--- config.mk ---
export PLATFORM = sky130hd
export DESIGN_NAME = iir_out_requant_flat
export DESIGN_NICKNAME = d
export VERILOG_FILES = /design/src/rtl/iir_out_requant_if.sv /design/src/rtl/iir_out_requant.sv /design/src/flat_wrapper.sv
export SDC_FILE = /design/constraint.sdc
export NUM_CORES = 1
export LEC_CHECK = 0
export CAP_MARGIN = 20
export CORE_UTILIZATION = 32
export DETAILED_ROUTE_END_ITERATION = 16
export PLACE_DENSITY = 0.61
export SLEW_MARGIN = 5
export SYNTH_ARGS = -nofsm -noshare
export SYNTH_HDL_FRONTEND = slang
export SYNTH_SLANG_ARGS = --single-unit
--- constraint.sdc ---
create_clock -name CLK -period 7.1 [get_ports CLK]
set_clock_uncertainty 0.15 [all_clocks]
set_input_delay 0.71 -clock CLK [delete_from_list [all_inputs] [get_ports CLK]]
set_output_delay 0.71 -clock CLK [all_outputs]
set_load 0.02 [all_outputs]
--- src/rtl/iir_out_requant_if.sv ---
// Downstream sample handshake for the IIR output requantizer: head sample,
// its saturation flag, and a valid/ready pair.
interface iir_out_requant_if #(
  parameter int W = 16
);
  logic [W-1:0] q;
  logic         q_sat;
  logic         q_valid;
  logic         q_ready;

  modport master (output q, output q_sat, output q_valid, input q_ready);
  modport slave  (input q, input q_sat, input q_valid, output q_ready);
endinterface

--- src/rtl/iir_out_requant.sv ---
// Output requantizer for the time-multiplexed IIR filter: captures one wide
// result per sample slot, rounds/saturates it to Q(WI).(WF), and queues it in a FIFO.
module iir_out_requant #(
  parameter int NUMBER   = 4,
  parameter int CAP_SLOT = 0,
  parameter int WI       = 5,
  parameter int WF       = 11,
  parameter int WIO      = 23,
  parameter int WFO      = 44,
  parameter int DEPTH    = 4
) (
  input  logic                       CLK,
  input  logic                       Reset,
  input  logic                       CE,
  input  logic                       we,
  input  logic [WIO+WFO-1:0]         din,
  iir_out_requant_if.master          sample_bus,
  output logic [$clog2(DEPTH):0]     level,
  output logic                       sat_sticky,
  output logic                       drop_sticky,
  input  logic                       clr_sticky
);

  localparam int WIN = WIO + WFO;
  localparam int WO  = WI + WF;
  localparam int SH  = WFO - WF;
  localparam int WR  = WIN + 1 - SH;
  localparam int SW  = $clog2(NUMBER);
  localparam int AW  = $clog2(DEPTH);

  localparam logic [SW-1:0] SLOT_LAST = SW'(NUMBER - 1);
  localparam logic [SW-1:0] SLOT_CAP  = SW'(CAP_SLOT);
  localparam logic [WIN:0]  HALF      = (WIN + 1)'(1) << (SH - 1);

  typedef struct packed {
    logic          sat;
    logic [WO-1:0] sample;
  } entry_t;

  logic [SW-1:0]  slot;
  logic           stage_valid;
  logic [WIN-1:0] stage_din;
  logic [WIN:0]   rounded;
  logic [WR-1:0]  shifted;
  logic           ovf;
  entry_t         rq;
  entry_t         mem [DEPTH];
  entry_t         head;
  logic [AW:0]    wptr;
  logic [AW:0]    rptr;
  logic           full;
  logic           empty;
  logic           pop;
  logic           push_req;
  logic           push;
  logic           drop;

  // NOTE: state registers use non-blocking assignments so every flop samples
  // the pre-edge values of its neighbours, independent of process order.
  always_ff @(posedge CLK or posedge Reset) begin
    if (Reset) begin
      slot <= '0;
    end else if (!we) begin
      slot <= '0;
    end else if (CE) begin
      slot <= (slot == SLOT_LAST) ? '0 : slot + 1'b1;
    end
  end

  always_ff @(posedge CLK or posedge Reset) begin
    if (Reset) begin
      stage_valid <= 1'b0;
      stage_din   <= '0;
    end else if (CE) begin
      stage_valid <= we && (slot == SLOT_CAP);
      if (we && (slot == SLOT_CAP)) stage_din <= din;
    end
  end

  // NOTE: every branch of this block assigns every output, so no latch is inferred.
  always_comb begin
    rounded = {stage_din[WIN-1], stage_din} + HALF;
    shifted = WR'(rounded >> SH);
    // Overflow when the bits above the output sign disagree with it.
    ovf     = !(&shifted[WR-1:WO-1]) && (|shifted[WR-1:WO-1]);
    rq.sat  = ovf;
    if (!ovf)                rq.sample = shifted[WO-1:0];
    else if (shifted[WR-1])  rq.sample = {1'b1, {(WO-1){1'b0}}};
    else                     rq.sample = {1'b0, {(WO-1){1'b1}}};
  end

  assign full     = (wptr[AW] != rptr[AW]) && (wptr[AW-1:0] == rptr[AW-1:0]);
  assign empty    = (wptr == rptr);
  assign pop      = !empty && sample_bus.q_ready;
  assign push_req = CE && stage_valid;
  assign push     = push_req && (!full || pop);
  assign drop     = push_req && full && !pop;

  always_ff @(posedge CLK or posedge Reset) begin
    if (Reset) begin
      wptr <= '0;
      rptr <= '0;
    end else begin
      if (push) wptr <= wptr + 1'b1;
      if (pop)  rptr <= rptr + 1'b1;
    end
  end

  // NOTE: storage is not reset; the head is masked with q_valid, so stale
  // entries are never visible and the array maps onto plain registers/RAM.
  always_ff @(posedge CLK) begin
    if (push) mem[wptr[AW-1:0]] <= rq;
  end

  always_ff @(posedge CLK or posedge Reset) begin
    if (Reset) begin
      sat_sticky  <= 1'b0;
      drop_sticky <= 1'b0;
    end else begin
      sat_sticky  <= (sat_sticky && !clr_sticky) || (push && rq.sat);
      drop_sticky <= (drop_sticky && !clr_sticky) || drop;
    end
  end

  assign head               = mem[rptr[AW-1:0]];
  assign sample_bus.q_valid = !empty;
  assign sample_bus.q       = empty ? '0 : head.sample;
  assign sample_bus.q_sat   = !empty && head.sat;
  assign level              = wptr - rptr;

endmodule

--- src/flat_wrapper.sv ---
// flat-port wrapper written by rule: the top's interface ports become plain ports
module iir_out_requant_flat 
#(
  parameter int NUMBER   = 4,
  parameter int CAP_SLOT = 0,
  parameter int WI       = 5,
  parameter int WF       = 11,
  parameter int WIO      = 23,
  parameter int WFO      = 44,
  parameter int DEPTH    = 4
)
  (CLK, Reset, CE, we, din, level, sat_sticky, drop_sticky, clr_sticky, sample_bus_q, sample_bus_q_sat, sample_bus_q_valid, sample_bus_q_ready);
  iir_out_requant_if sample_bus_i ();
  input  logic CLK;
  input  logic Reset;
  input  logic CE;
  input  logic we;
  input  logic [WIO+WFO-1:0] din;
  output logic [$clog2(DEPTH):0] level;
  output logic sat_sticky;
  output logic drop_sticky;
  input  logic clr_sticky;
  output wire logic [$bits(sample_bus_i.q)-1:0] sample_bus_q;
  output wire logic [$bits(sample_bus_i.q_sat)-1:0] sample_bus_q_sat;
  output wire logic [$bits(sample_bus_i.q_valid)-1:0] sample_bus_q_valid;
  input wire logic [$bits(sample_bus_i.q_ready)-1:0] sample_bus_q_ready;
  assign sample_bus_q = sample_bus_i.q;
  assign sample_bus_q_sat = sample_bus_i.q_sat;
  assign sample_bus_q_valid = sample_bus_i.q_valid;
  assign sample_bus_i.q_ready = sample_bus_q_ready;
  iir_out_requant #(.NUMBER(NUMBER), .CAP_SLOT(CAP_SLOT), .WI(WI), .WF(WF), .WIO(WIO), .WFO(WFO), .DEPTH(DEPTH)) u_core (.CLK(CLK), .Reset(Reset), .CE(CE), .we(we), .din(din), .sample_bus(sample_bus_i), .level(level), .sat_sticky(sat_sticky), .drop_sticky(drop_sticky), .clr_sticky(clr_sticky));
endmodule
After elaboration in Yosys (flattened, before gate mapping)
Memories as Yosys holds them, arrays and structs flattened.
Cells that the tools add are included.
Widths: inputs -> output; s select.
- flip-flop bits (word level): 78
- RAM bits: 68
- input bits: 73
- output and inout port bits: 23
- logic and storage cells: 50
- memories: 1
- add/subtract/negate cells: 5
- equal/unequal tests: 5
- mux-type cells: 8
- reductions and logical operators: 24
- memories (name ; depth ; bits a word ; rd ports ; clocked after memory_dff ; wr ports ; line ; RTL):
    u_core.mem ; 4 ; 17 ; 1 ; 0 ; 1 ; iir_out_requant.sv:47 ; entry_t mem [DEPTH];
- operators by type and width (cell ; number):
    $add 67x34->68 const B ; 1
    $mux 16 ; 3
    $reduce_and 20->1 ; 1
    $reduce_or 20->1 ; 1
    $logic_and 1x1->1 ; 12
    $add 3x1->3 const B ; 2
    $mux 2 ; 3
    $logic_not 1->1 ; 5
    $eq 3x3->1 ; 1
    $logic_or 1x1->1 ; 3
    $sub 3x3->3 ; 1
    $add 2x1->2 const B ; 1
    $eq 2x2->1 ; 1
    $eq 2x2->1 const B ; 1
    $logic_not 2->1 ; 1
    $mux 1 ; 2
    $ne 2x2->1 const B ; 1
    $reduce_and 2->1 ; 1
    $ne 1x1->1 ; 1

Logic depth before layout (Yosys ltp)
- word-level depth: 7
- mapped depth: 12

Worst setup path after synthesis
OpenSTA, ideal clock, no wires.
- kind: flip-flop to flip-flop
- start: register u_core.stage_din[32]
- end: memory u_core.mem[0][10] (netlist bit), data pin
- arrival: 2.869 ns
- required time: 6.765 ns
- path slack: 3.896 ns
- stages on the path, launching flop included: 12
- period minus slack after synthesis: 3.204 ns
- path through: dfrtp_1 -> ha_1 -> nand3_1 -> or4_1 -> nor4_1 -> nor3_1 -> or4_1 -> buf_2 -> or2_1 -> buf_6 -> buf_6 -> a211oi_2
- RTL lines (what ; line ; RTL):
    start, declared ; iir_out_requant.sv:42 ; logic [WIN-1:0] stage_din;
    start signal, assigned ; iir_out_requant.sv:76 ; if (we && (slot == SLOT_CAP)) stage_din <= din;
    end, declared ; iir_out_requant.sv:47 ;

==> run_results.csv <==
group,metric,value,unit
critical_path,cp-startpoint,"u_core.stage_din[32]",
critical_path,crit-reg2reg-launch,"u_core.stage_din[32]",
floorplan,start_util,32.6,%
clocking,htreeDepth,4,
timing,slew_viol_final,0,
critical_path,path_max_fanout,17,
layout,nets,621,
logic_synthesis,netlist_instances,481,
logic_synthesis,synth_seq_area_share,52.6,%
critical_path,endpoint,"u_core.mem[2][5]",
layout,final_cell_mix,"edfxtp_1 (68), clkdlybuf4s50_1 (63), dfrtp_1 (46)",
layout,final_common_cell,"edfxtp_1",
clocking,post_cts_buffers,0,
layout,stdcell_count,784,
pwr,power.density,367,mW/mm^2
logic_synthesis,synth_ff_type,"edfxtp_1",
placed_design,gp_congestion,0.832,
global_routing,grt_max_degree,47,
timing,hold_viol,0,
routing,first_pass_iters,4,
timing,max_slew_margin,34.2,%
global_routing,grt_use_total,14.2,%
clocking,numCtsBuffers,17,
routing,drt-total-wl,12.9,mm
timing,min_period,4.41,ns
critical_path,reg2reg_slack,2.69,ns
clocking,holdBufCountCts,0,
clocking,path_clk_slew,0.06,ns
timing,worstMarginPinSlew,0.977,ns
routing,met3_length,495,um
floorplan,die_area,0.0195,sq mm
routing,met2_wirelength,6.46,mm
placed_design,dp_cells,750,
pwr,finalPower,0.00275,W
pwr,p_leak,2.58,nW
job,maxCapViolations,0,
layout,fin_util,40.2,%
logic_synthesis,avgSynthCellArea,12.6,sq um
logic_synthesis,synth_fp_nets,565,
routing,vias,4092,
clocking,cts_num_sinks,114,
routing,drc_errors,0,
logic_synthesis,synth_edf_count,68,
timing,finalCritPeriodShare,62.2,%
critical_path,cp_data_arrival_time,4.39,ns
critical_path,crit_type,"reg -> reg",
critical_path,r2r_end,"u_core.mem[2][5]",
clocking,cts_tree,"done",
logic_synthesis,netlist.area_leader.share,33.6,%
layout,area_growth,23.3,%
floorplan,core,0.0186,sq mm
pwr,ir_worst_vdd,160,uV
routing,topRoutingLayerUsed,"met4",
placed_design,io_buffers,63,
global_routing,grt_pass1_wl,21.3,mm
logic_synthesis,synth_top_area_cell,"edfxtp_1",
timing,maxClockFrequency,227,MHz
floorplan,ios,96,
logic_synthesis,async_reset_ff_share,40.4,%
clocking,cts_buffer_depth,2,
critical_path,endpoint_kind,"flop",
floorplan,die_w,140,um
global_routing,antenna_found_initial,0,
clocking,clk_latency,0.41,ns
global_routing,grt_overflow,0,
logic_synthesis,yosysUniqueCellTypes,57,
critical_path,required,7.08,ns
critical_path,worstRegToRegCells,9,
logic_synthesis,netlist_area,0.00607,sq mm
timing,finalSetupViolCount,0,
hold_path,worstHoldPathType,"reg -> reg",
routing,wire_per_inst,16.4,um
global_routing,grt_pass1_vias,4127,
clocking,cts-resized-gates,0,
layout,drive_gt1_share,20.4,%
floorplan,fp-row-count,50,
layout,diodes,0,
timing,setup_tns,0,ns
logic_synthesis,synth_area_leaders,"edfxtp_1 (34%), dfrtp_1 (19%), mux2_2 (6.9%), mux4_2 (6.3%), nand4_1 (3.2%)",
status,status,"finished clean",
clocking,cts_root_buffer,"clkbuf_16",
placed_design,dp_hpwl,8.99,mm
floorplan,fp.dieH,140,um
logic_synthesis,yosysWarnings,0,
routing,drt-initial-drc-count,296,
timing,rsz0062_at_grt,"no",
routing,drtAntennaViolNets,0,
critical_path,startpoint_type,"flop",
logic_synthesis,ys_ff_latch,114,
routing,wl_met1,5.73,mm
routing,viasPerCell,5.22,
==> registers in the layout, summed over array words and instances (netlist names) <==
signal,flops
u_core.drop_sticky,1
u_core.mem,68
u_core.rptr,3
u_core.sat_sticky,1
u_core.slot,2
u_core.stage_din,35
u_core.stage_valid,1
u_core.wptr,3
==> synthesized netlist by cell type, drive strengths merged (6+ instances only) <==
library cell,count
nand3,16
nor4,6
nand2,18
dfrtp,46
edfxtp,68
clkbuf,27
nand4,33
nor2,12
mux4,17
xor2,7
o21ai,6
nor3b,15
buf,7
xnor2,22
a211oi,15
ha,10
nor3,23
inv,15
mux2,37
and3,13
and2,22
==> per-stage QoR <==
| step | setup slack, ns | hold slack, ns | cell area, sq um |
|---|---|---|---|
| floorplan | 3.90 | 0.312 | 6070 |
| global placement | 2.62 | 0.327 | 6880 |
| detailed placement | 2.43 | 0.336 | 6900 |
| CTS | 2.43 | 0.343 | 7460 |
| global route | 2.43 | 0.371 | 7490 |
| finish | 2.69 | 0.341 | 7490 |
==> how the worst min path moves through the flow <==
stage / start / to / slack, ns / cells after the start
floorplan: u_core.wptr[2] / u_core.wptr[2] / 0.31 / 1
global placement: u_core.wptr[2] / u_core.wptr[2] / 0.33 / 1
detailed placement: u_core.rptr[2] / u_core.rptr[2] / 0.34 / 1
CTS: u_core.wptr[2] / u_core.wptr[2] / 0.34 / 1
global route: u_core.rptr[2] / u_core.rptr[2] / 0.37 / 1
finish: u_core.wptr[2] / u_core.wptr[2] / 0.34 / 1
==> area by class of cell <==
class / count / area, sq um
fillers: 1759 / 11200
flip-flops and latches: 114 / 3190
multi-input cells: 318 / 2680
repair buffers: 71 / 711
clock buffers: 17 / 425
well taps: 234 / 293
clock inverters: 15 / 135
inverters: 15 / 56.3
==> layer usage <==
layer  vias up  GRT usage, %
met5         -             0
met4         0          5.15
met3        17          4.09
met2       101          23.8
met1      2006          17.3
li1       1968             -
==> worst max-delay path, stage by stage, from the launching register on <==
cell	delay [ns]
dfrtp_1	0.42
ha_1	0.23
nand3_1	0.19
nor4_1	0.42
buf_4	0.29
nand4_1	0.11
xor2_1	0.20
or4_1	0.85
or2_1	0.63
a211oi_1	0.64
==> power by group <==
group,switching (W),internal [W],leakage (nW)
logic,0.000490,0.000520,1.16
clock network,0.000302,0.000482,0.264
registers,0.000130,0.000825,1.16
total,0.000923,0.00183,2.58
==> cell families after synthesis <==
group / synth area share [%]
flops: 52.6
mux: 13.3
xor+xnor: 4.18
fa+ha+maj: 2.39
simple gates: 17.6
compound gates: 6.49
buf+inv: 3.44
(Power assumes the default switching activity.)
